[src/rtl/mmio_pkg.sv]
// mmio_pkg: shared definitions for the MMIO command controller.
//   - Address offsets. Each slot decodes at address TOP - OFS_*, where TOP is
//     the all-ones address.
//   - Idle FSM state type.
//   - Bit positions of the STATUS readback word.
//   - Width of the optional command counter (enabled by MMIO_CMD_COUNT_EN).
package mmio_pkg;

  localparam int OFS_CR     = 0;
  localparam int OFS_MM     = 1;
  localparam int OFS_CA     = 2;
  localparam int OFS_RESET  = 3;
  localparam int OFS_IDLE   = 4;
  localparam int OFS_UNIDLE = 5;
  localparam int OFS_STATUS = 6;
  localparam int OFS_COUNT  = 7;

  typedef enum logic {
    ST_RUN  = 1'b0,
    ST_IDLE = 1'b1
  } state_t;

  localparam int STAT_RESET_BIT = 0;
  localparam int STAT_IDLE_BIT  = 1;
  localparam int STAT_ERR_BIT   = 2;

  localparam int CMD_CNT_W = 8;

endpackage

[src/rtl/mmio_pulse_stretch.sv]
// mmio_pulse_stretch: a reloadable down-counter that stretches a one-cycle
// load into a pulse RESET_CYCLES clocks long. A load during an active pulse
// restarts the count, so the pulse extends without dropping low.
//
// Ports:
//   clk     in   system clock
//   rst     in   asynchronous, active-high reset
//   load    in   restart the pulse (one-cycle command)
//   active  out  registered pulse, high while the counter is non-zero
module mmio_pulse_stretch #(
  parameter int RESET_CYCLES = 4
) (
  input  logic clk,
  input  logic rst,
  input  logic load,
  output logic active
);

  localparam int RCNT_W = $clog2(RESET_CYCLES + 1);

  logic [RCNT_W-1:0] cnt;
  logic [RCNT_W-1:0] cnt_next;

  // NOTE: every variable assigned in always_comb gets a default first, so no
  // path through the block can leave it unassigned and infer a latch.
  always_comb begin
    cnt_next = cnt;
    if (load) begin
      cnt_next = RCNT_W'(RESET_CYCLES);
    end else if (cnt != '0) begin
      cnt_next = cnt - RCNT_W'(1);
    end
  end

  // active is registered from the next count. It therefore always equals
  // (cnt != 0), and it rises in the cycle right after the load.
  // NOTE: sequential state uses non-blocking assignments, so every flop
  // samples the pre-edge values regardless of statement order.
  always_ff @(posedge clk or posedge rst) begin
    if (rst) begin
      cnt    <= '0;
      active <= 1'b0;
    end else begin
      cnt    <= cnt_next;
      active <= (cnt_next != '0);
    end
  end

endmodule

[src/rtl/mmio_ctrl_p.sv]
// mmio_ctrl_p: registered memory-mapped command controller for the capture
// engine. The top address slots decode into the following:
//   - one-cycle command strobes (CR, MM, CA)
//   - a stretched soft-reset pulse
//   - a sticky RUN/IDLE state
//   - a STATUS readback
// All outputs are registered. Writes are qualified by in_we.
// Optional build macro MMIO_CMD_COUNT_EN adds an 8-bit saturating count of
// accepted command writes, readable at TOP-7.
//
// Ports:
//   in_clk      in   system clock
//   in_reset    in   asynchronous, active-high reset
//   in_we       in   bus write enable
//   in_re       in   bus read enable
//   in_addr     in   bus address [ADDR_W]
//   out_we_cr   out  strobe, write to TOP
//   out_we_mm   out  strobe, write to TOP-1
//   out_we_ca   out  strobe, write to TOP-2
//   out_reset   out  soft-reset pulse to datapath
//   out_idle    out  1 while in IDLE
//   out_err     out  sticky bus-protocol error (write and read together)
//   out_rdata   out  read data [DATA_W], 0 when out_rvalid is low
//   out_rvalid  out  one-cycle read-data valid
module mmio_ctrl_p #(
  parameter int ADDR_W       = 7,
  parameter int DATA_W       = 8,
  parameter int RESET_CYCLES = 4
) (
  input  logic              in_clk,
  input  logic              in_reset,
  input  logic              in_we,
  input  logic              in_re,
  input  logic [ADDR_W-1:0] in_addr,
  output logic              out_we_cr,
  output logic              out_we_mm,
  output logic              out_we_ca,
  output logic              out_reset,
  output logic              out_idle,
  output logic              out_err,
  output logic [DATA_W-1:0] out_rdata,
  output logic              out_rvalid
);

  import mmio_pkg::*;

  // Because TOP is all ones, TOP - addr is just the bitwise inverse of addr.
  logic [ADDR_W-1:0] ofs;
  assign ofs = ~in_addr;

  logic wr_cr, wr_mm, wr_ca, wr_reset, wr_idle, wr_unidle;
  logic rd, rd_status, proto_err;

  assign wr_cr     = in_we && (ofs == ADDR_W'(OFS_CR));
  assign wr_mm     = in_we && (ofs == ADDR_W'(OFS_MM));
  assign wr_ca     = in_we && (ofs == ADDR_W'(OFS_CA));
  assign wr_reset  = in_we && (ofs == ADDR_W'(OFS_RESET));
  assign wr_idle   = in_we && (ofs == ADDR_W'(OFS_IDLE));
  assign wr_unidle = in_we && (ofs == ADDR_W'(OFS_UNIDLE));

  // A read that collides with a write is dropped and flagged as an error.
  assign rd        = in_re && !in_we;
  assign rd_status = rd && (ofs == ADDR_W'(OFS_STATUS));
  assign proto_err = in_we && in_re;

  mmio_pulse_stretch #(
    .RESET_CYCLES(RESET_CYCLES)
  ) u_pulse (
    .clk   (in_clk),
    .rst   (in_reset),
    .load  (wr_reset),
    .active(out_reset)
  );

  // Idle FSM
  state_t state, state_next;
  logic   idle_next;

  always_comb begin
    state_next = state;
    if (wr_reset || wr_unidle) begin
      state_next = ST_RUN;
    end else if (wr_idle) begin
      state_next = ST_IDLE;
    end
    idle_next = (state_next == ST_IDLE);
  end

  always_ff @(posedge in_clk or posedge in_reset) begin
    if (in_reset) begin
      state    <= ST_RUN;
      out_idle <= 1'b0;
    end else begin
      state    <= state_next;
      out_idle <= idle_next;
    end
  end

`ifdef MMIO_CMD_COUNT_EN
  logic [CMD_CNT_W-1:0] cmd_cnt;
  logic                 wr_cmd;

  assign wr_cmd = wr_cr || wr_mm || wr_ca || wr_idle || wr_unidle;

  // A RESET write clears the count and is itself counted, leaving 1.
  always_ff @(posedge in_clk or posedge in_reset) begin
    if (in_reset) begin
      cmd_cnt <= '0;
    end else if (wr_reset) begin
      cmd_cnt <= CMD_CNT_W'(1);
    end else if (wr_cmd && (cmd_cnt != '1)) begin
      cmd_cnt <= cmd_cnt + CMD_CNT_W'(1);
    end
  end
`endif

  // Read data mux. STATUS samples the registered outputs in the read cycle,
  // so it shows the error bit as it was before the clear that the same read
  // causes.
  logic [DATA_W-1:0] rdata_next;

  always_comb begin
    rdata_next = '0;
    if (rd_status) begin
      rdata_next[STAT_RESET_BIT] = out_reset;
      rdata_next[STAT_IDLE_BIT]  = out_idle;
      rdata_next[STAT_ERR_BIT]   = out_err;
    end
`ifdef MMIO_CMD_COUNT_EN
    else if (rd && (ofs == ADDR_W'(OFS_COUNT))) begin
      rdata_next = DATA_W'(cmd_cnt);
    end
`endif
  end

  always_ff @(posedge in_clk or posedge in_reset) begin
    if (in_reset) begin
      out_we_cr  <= 1'b0;
      out_we_mm  <= 1'b0;
      out_we_ca  <= 1'b0;
      out_rvalid <= 1'b0;
      out_rdata  <= '0;
      out_err    <= 1'b0;
    end else begin
      out_we_cr  <= wr_cr;
      out_we_mm  <= wr_mm;
      out_we_ca  <= wr_ca;
      out_rvalid <= rd;
      out_rdata  <= rdata_next;
      // If the error is set and cleared in the same cycle, the set wins.
      if (proto_err) begin
        out_err <= 1'b1;
      end else if (rd_status) begin
        out_err <= 1'b0;
      end
    end
  end

endmodule

[config.mk]
export PLATFORM = sky130hd
export DESIGN_NAME = mmio_ctrl_p
export DESIGN_NICKNAME = d
export VERILOG_FILES = /design/src/rtl/mmio_pkg.sv /design/src/rtl/mmio_pulse_stretch.sv /design/src/rtl/mmio_ctrl_p.sv
export SDC_FILE = /design/constraint.sdc
export NUM_CORES = 1
export LEC_CHECK = 0
export ABC_AREA = 1
export CORE_MARGIN = 4
export CORE_UTILIZATION = 40
export DETAILED_ROUTE_END_ITERATION = 8
export GPL_TIMING_DRIVEN = 0
export PLACE_DENSITY = 0.82
export SLEW_MARGIN = 20
export SYNTH_ARGS = -nofsm -noshare
export SYNTH_HDL_FRONTEND = slang
export SYNTH_SLANG_ARGS = --single-unit
export TNS_END_PERCENT = 30
[constraint.sdc]
create_clock -name in_clk -period 1.5 [get_ports in_clk]
set_clock_uncertainty 0.15 [all_clocks]
set_input_delay 0.3 -clock in_clk [delete_from_list [all_inputs] [get_ports in_clk]]
set_output_delay 0.3 -clock in_clk [all_outputs]
set_load 0.1 [all_outputs]
# --- Word-level counts from Yosys, hierarchy flattened ---
# Cells that the tools add are included.
totals:
  register_bits: 13
  latchBits: 0
  mem_bits_rw: 0
  rom_bits: 0
  input_bits: 11
  output_inout_bits: 15
  word_cells: 40
  n_memories: 0
classes:
  add_sub_neg: 1
  mul: 0
  div: 0
  order_cmp: 0
  n_eq_ne: 6
  n_shift: 0
  n_mux: 7
  bitwise_logic: 1
  reduce_logical: 16
ops:
  columns: ["cell", "n"]
  rows:
  - ["equality test 7 x 3 -> 1 bit, second input constant", 3]
  - ["equality test 7 x 2 -> 1 bit, second input constant", 2]
  - ["logical AND 1 bit", 9]
  - ["2-to-1 mux 3 bit", 3]
  - ["equality test 7 x 1 -> 1 bit, second input constant", 1]
  - ["zero test 7 bit", 1]
  - ["NOT 7 bit", 1]
  - ["nonzero test 3 bit", 2]
  - ["2-to-1 mux 1 bit", 4]
  - ["nonzero test 2 bit", 2]
  - ["subtractor 3 x 1 -> 3 bit, second input constant", 1]
  - ["zero test 1 bit", 1]
  - ["logical OR 1 bit", 1]

# --- Longest topological paths before layout ---
depth:
  depth_word: 5
  mapped_depth: 6
  ltp_nobuf: 6

# --- By module ---
# Synthesis repeated with hierarchy kept, for this count alone.
unflattened:
  hier_cells: 80
  area_unflattened_um2: 653.1
by_module_without_submodules:
  columns: ["module", "n_inst", "cells_each", "area_per_inst_um2"]
  rows:
  - ["mmio_ctrl_p", 1, 55, 437.9]
  - ["mmio_pulse_stretch", 1, 25, 215.2]

# --- Worst setup path before layout ---
# Ideal clock, no wire load.
synth_path:
  path_type: "reg-to-reg"
  start: "register, netlist name state"
  end: "register state"
  t_arrival_ns: 1.215
  path_slack_ns: 0.064
  stages_incl_launch_ff: 5
  period_less_slack_ns: 1.436
  cell_sequence: "dfrtp_1 -> inv_1 -> nand2_1 -> inv_1 -> nor2_1"
synth_rtl:
  columns: ["element", "line_no", "rtl"]
  rows:
  - ["end signal: assignment", "mmio_ctrl_p.sv:94", "state <= state_next;"]
  - ["end: declaration", "mmio_ctrl_p.sv:76", "state_t state, state_next;"]

# --- Worst setup path in the final report ---
layout_path:
  start: "register out_rdata[1]"
  end: "output out_rdata[1]"
layout_rtl:
  columns: ["element", "line_no", "rtl"]
  rows:
  - ["start: declaration", "mmio_ctrl_p.sv:41", "output logic [DATA_W-1:0] out_rdata,"]
  - ["start signal: assignment", "mmio_ctrl_p.sv:149", "out_rdata <= rdata_next;"]
# No word-level cell between the ends.

==> run metrics <==
dpl ws -0.4444 ns; clk sink count 13; Static Leak 0.5095 nW; fin nets 116; Critical Path AT 1.02 ns; Yosys reg bits 13; Total GRT Usage 0.1193; total grt overflow 0; crit share post-route 0.9818; Final HPWL DP 988.9 um; vias 518; Core Rows 14; DP Cell Count 113; Critical Path Source Type flop; Pwr per Cell Area 1307 nW/um2; Worst VDD drop 0.5913 mV; H-tree depth 1; first-pass GRT wire length 1780 um; slowest stage delay, CP 0.42 ns; sequential area share after synthesis 0.5039; antenna-violating nets left 0; Crit. End Element output pin; fin util 0.5747; post-synthesis instance total 73; GRT Max-Usage Layer met2; antenna violations before repair 0; RSZ-0062 raised after global routing true; Clock transition at path regs 0.07 ns; Setup CP Type reg2out; worst-path cell chain buf_2; HP Class in2async; TritonRoute pass-1 iters 3; Netlist Area Pre-Place 645.6 um2; met1 usage 0.1011; GPL Wtd Cong 0.7787; syn_area_per_cell 8.844 um2; Slew Viols, Final 0; Num CTS Buffers 3; vias in the first global route 485; post-CTS setup buffers 0; # diodes 0; CP Max Fanout 1; Post-Route Setup TNS 0 ns; initial core utilization 0.4236; layout cells sized above 1 0.2673; CTS max path bufs 2; largest net degree at the start of global routing 14; f_max 0.6791 GHz; met2 GRT Util 0.2240; post-route DRC violation count 0; Top Ports 26; YS warnings 0; Post-CTS Hold Fix Bufs 0; total wire length 1180 um; WP data required 1.05 ns; CORE AREA 1524 um2; crit path time final 1.473 ns; Port Buffers 20; Die Area 2321 um2; CP bufs+invs 1; fillers 153; Max-Cap Viols 0; final worst setup slack 0.02736 ns; CP max-delay cell buf_2; Avg WL per Cell 10.09 um; area delta synth->final 35.66%; Root Buffer clkbuf_4; Die W 48.18 um; 1st-iter DRT viols 2; Via density 4.427; met3 Use GR 0.01107; Worst-Skew Late Latency 0.27 ns; CTS tree done; outcome completed; Finish-stage setup viols 0; final hold violation count 0; Distinct cells, synth 18; final std cells w/o fill 117; Die Y 48.18 um; Worst path top cell family by delay buffers and inverters
## through the flow
| step | total power, mW | cell area, um2 | hold slack (ns) |
|---|---|---|---|
| 6_report | 1.145 | 875.8 | 0.1882 |
| 5_1_grt | 1.221 | 875.8 | 0.2396 |
| 4_1_cts | 1.149 | 869.6 | 0.2025 |
| 3_5_place_dp | 0.9446 | 880.8 | 0.3484 |
| 3_3_place_gp | 0.9168 | 880.8 | 0.3380 |
| 2_1_floorplan | 0.8214 | 660.6 | 0.02696 |
## kinds of logic after synthesis
| group | Yosys count | share of synthesized area |
|---|---|---|
| AND/OR/NAND/NOR | 30 | 0.2384 |
| buffers and inverters | 22 | 0.1570 |
| flip-flops | 13 | 0.5039 |
| AO/OA/AOI/OAI | 3 | 0.02325 |
| adder cells (fa/ha/maj) | 3 | 0.05815 |
| XOR/XNOR | 1 | 0.01357 |
| other | 1 | 0.005808 |
## area by class of cell
class	count	area, um2	share of cell area
timing repair buffer	20	165.2	0.1886
clock buffer	4	26.28	0.03000
sequential	13	325.3	0.3714
inverter	17	63.81	0.07286
buffer	5	37.54	0.04286
tap	16	20.02	0.02286
multi-input combinational	42	237.7	0.2714
## worst paths after layout
path                                          start                       end  slack [ns]  depth (start not counted)
max                          out_rdata[1]$_DFF_PP0_              out_rdata[1]        0.03                          1
min                                        in_reset    out_rdata[2]$_DFF_PP0_        0.19                          2
max reg2reg                u_pulse.cnt[0]$_DFF_PP0_  u_pulse.active$_DFF_PP0_        0.05                          5
min reg2reg                u_pulse.active$_DFF_PP0_    out_rdata[0]$_DFF_PP0_        0.36                          2
max in group asynchronous                  in_reset  u_pulse.cnt[2]$_DFF_PP0_        0.69                          2
min in group in_clk        u_pulse.active$_DFF_PP0_    out_rdata[0]$_DFF_PP0_        0.36                          2
## sequential cells by signal (all words and copies together), names as in the netlist
signal / cells
out_rvalid: 1
out_err: 1
u_pulse.active: 1
u_pulse.cnt: 3
state: 1
out_rdata: 3
out_we_mm: 1
out_we_ca: 1
out_we_cr: 1
## cells in the final DEF, fill, tap and decap left out
| cell type | instances |
|---|---|
| conb_1 | 5 |
| a21oi_2 | 1 |
| ha_1 | 3 |
| nand2_1 | 9 |
| nand4_1 | 1 |
| nor3_1 | 1 |
| inv_2 | 2 |
| clkdlybuf4s50_1 | 10 |
| nand3_2 | 1 |
| a21oi_1 | 2 |
| clkbuf_4 | 6 |
| nor2_1 | 10 |
| nand4_2 | 1 |
| nor2_2 | 2 |
| nor2_4 | 1 |
| clkbuf_1 | 1 |
| inv_1 | 15 |
| nand3_1 | 3 |
| buf_4 | 8 |
| nor3_2 | 1 |
| dfrtp_1 | 13 |
| xor2_1 | 1 |
| buf_2 | 4 |
## where the power goes
part | total (mW) | leakage [nW] | internal [mW] | switching (mW)
Clock | 0.206 | 0.0150 | 0.103 | 0.103
Sequential | 0.432 | 0.164 | 0.404 | 0.0281
Combinational | 0.506 | 0.330 | 0.150 | 0.357
Total | 1.14 | 0.510 | 0.656 | 0.488
## timing repair
action,4_1_cts,5_1_grt
pin swaps,0,1
endpoints found under the setup margin,10,5
gates resized for setup,52,5
## metal layers
| layer | vias to the layer above | share of wire |
|---|---|---|
| li1 | 262 | - |
| met1 | 230 | 0.36 |
| met2 | 21 | 0.51 |
| met3 | 5 | 0.081 |
| met4 | 0 | 0.045 |
| met5 | - | 0 |
## Yosys cell counts (all sizes together)
| cell | count | share of area |
|---|---|---|
| nand2 | 9 | 0.052 |
| ha | 3 | 0.058 |
| nand3 | 4 | 0.039 |
| dfrtp | 13 | 0.50 |
| inv | 17 | 0.099 |
| nor3 | 2 | 0.023 |
| nor2 | 13 | 0.095 |
| a21oi | 3 | 0.023 |
| xor2 | 1 | 0.014 |
| nand4 | 2 | 0.029 |
| buf | 5 | 0.058 |
| conb | 1 | 0.0058 |
## worst reg2reg max path: cells and delay by family, from the launching register on
| family | cells | cell delay [ns] |
|---|---|---|
| xor+xnor | 1 | 0.22 |
| fa+ha+maj | 2 | 0.38 |
| buf+inv | 1 | 0.06 |
| flops | 1 | 0.39 |
| simple gates | 1 | 0.13 |
Power figures use the tool's default switching activity.
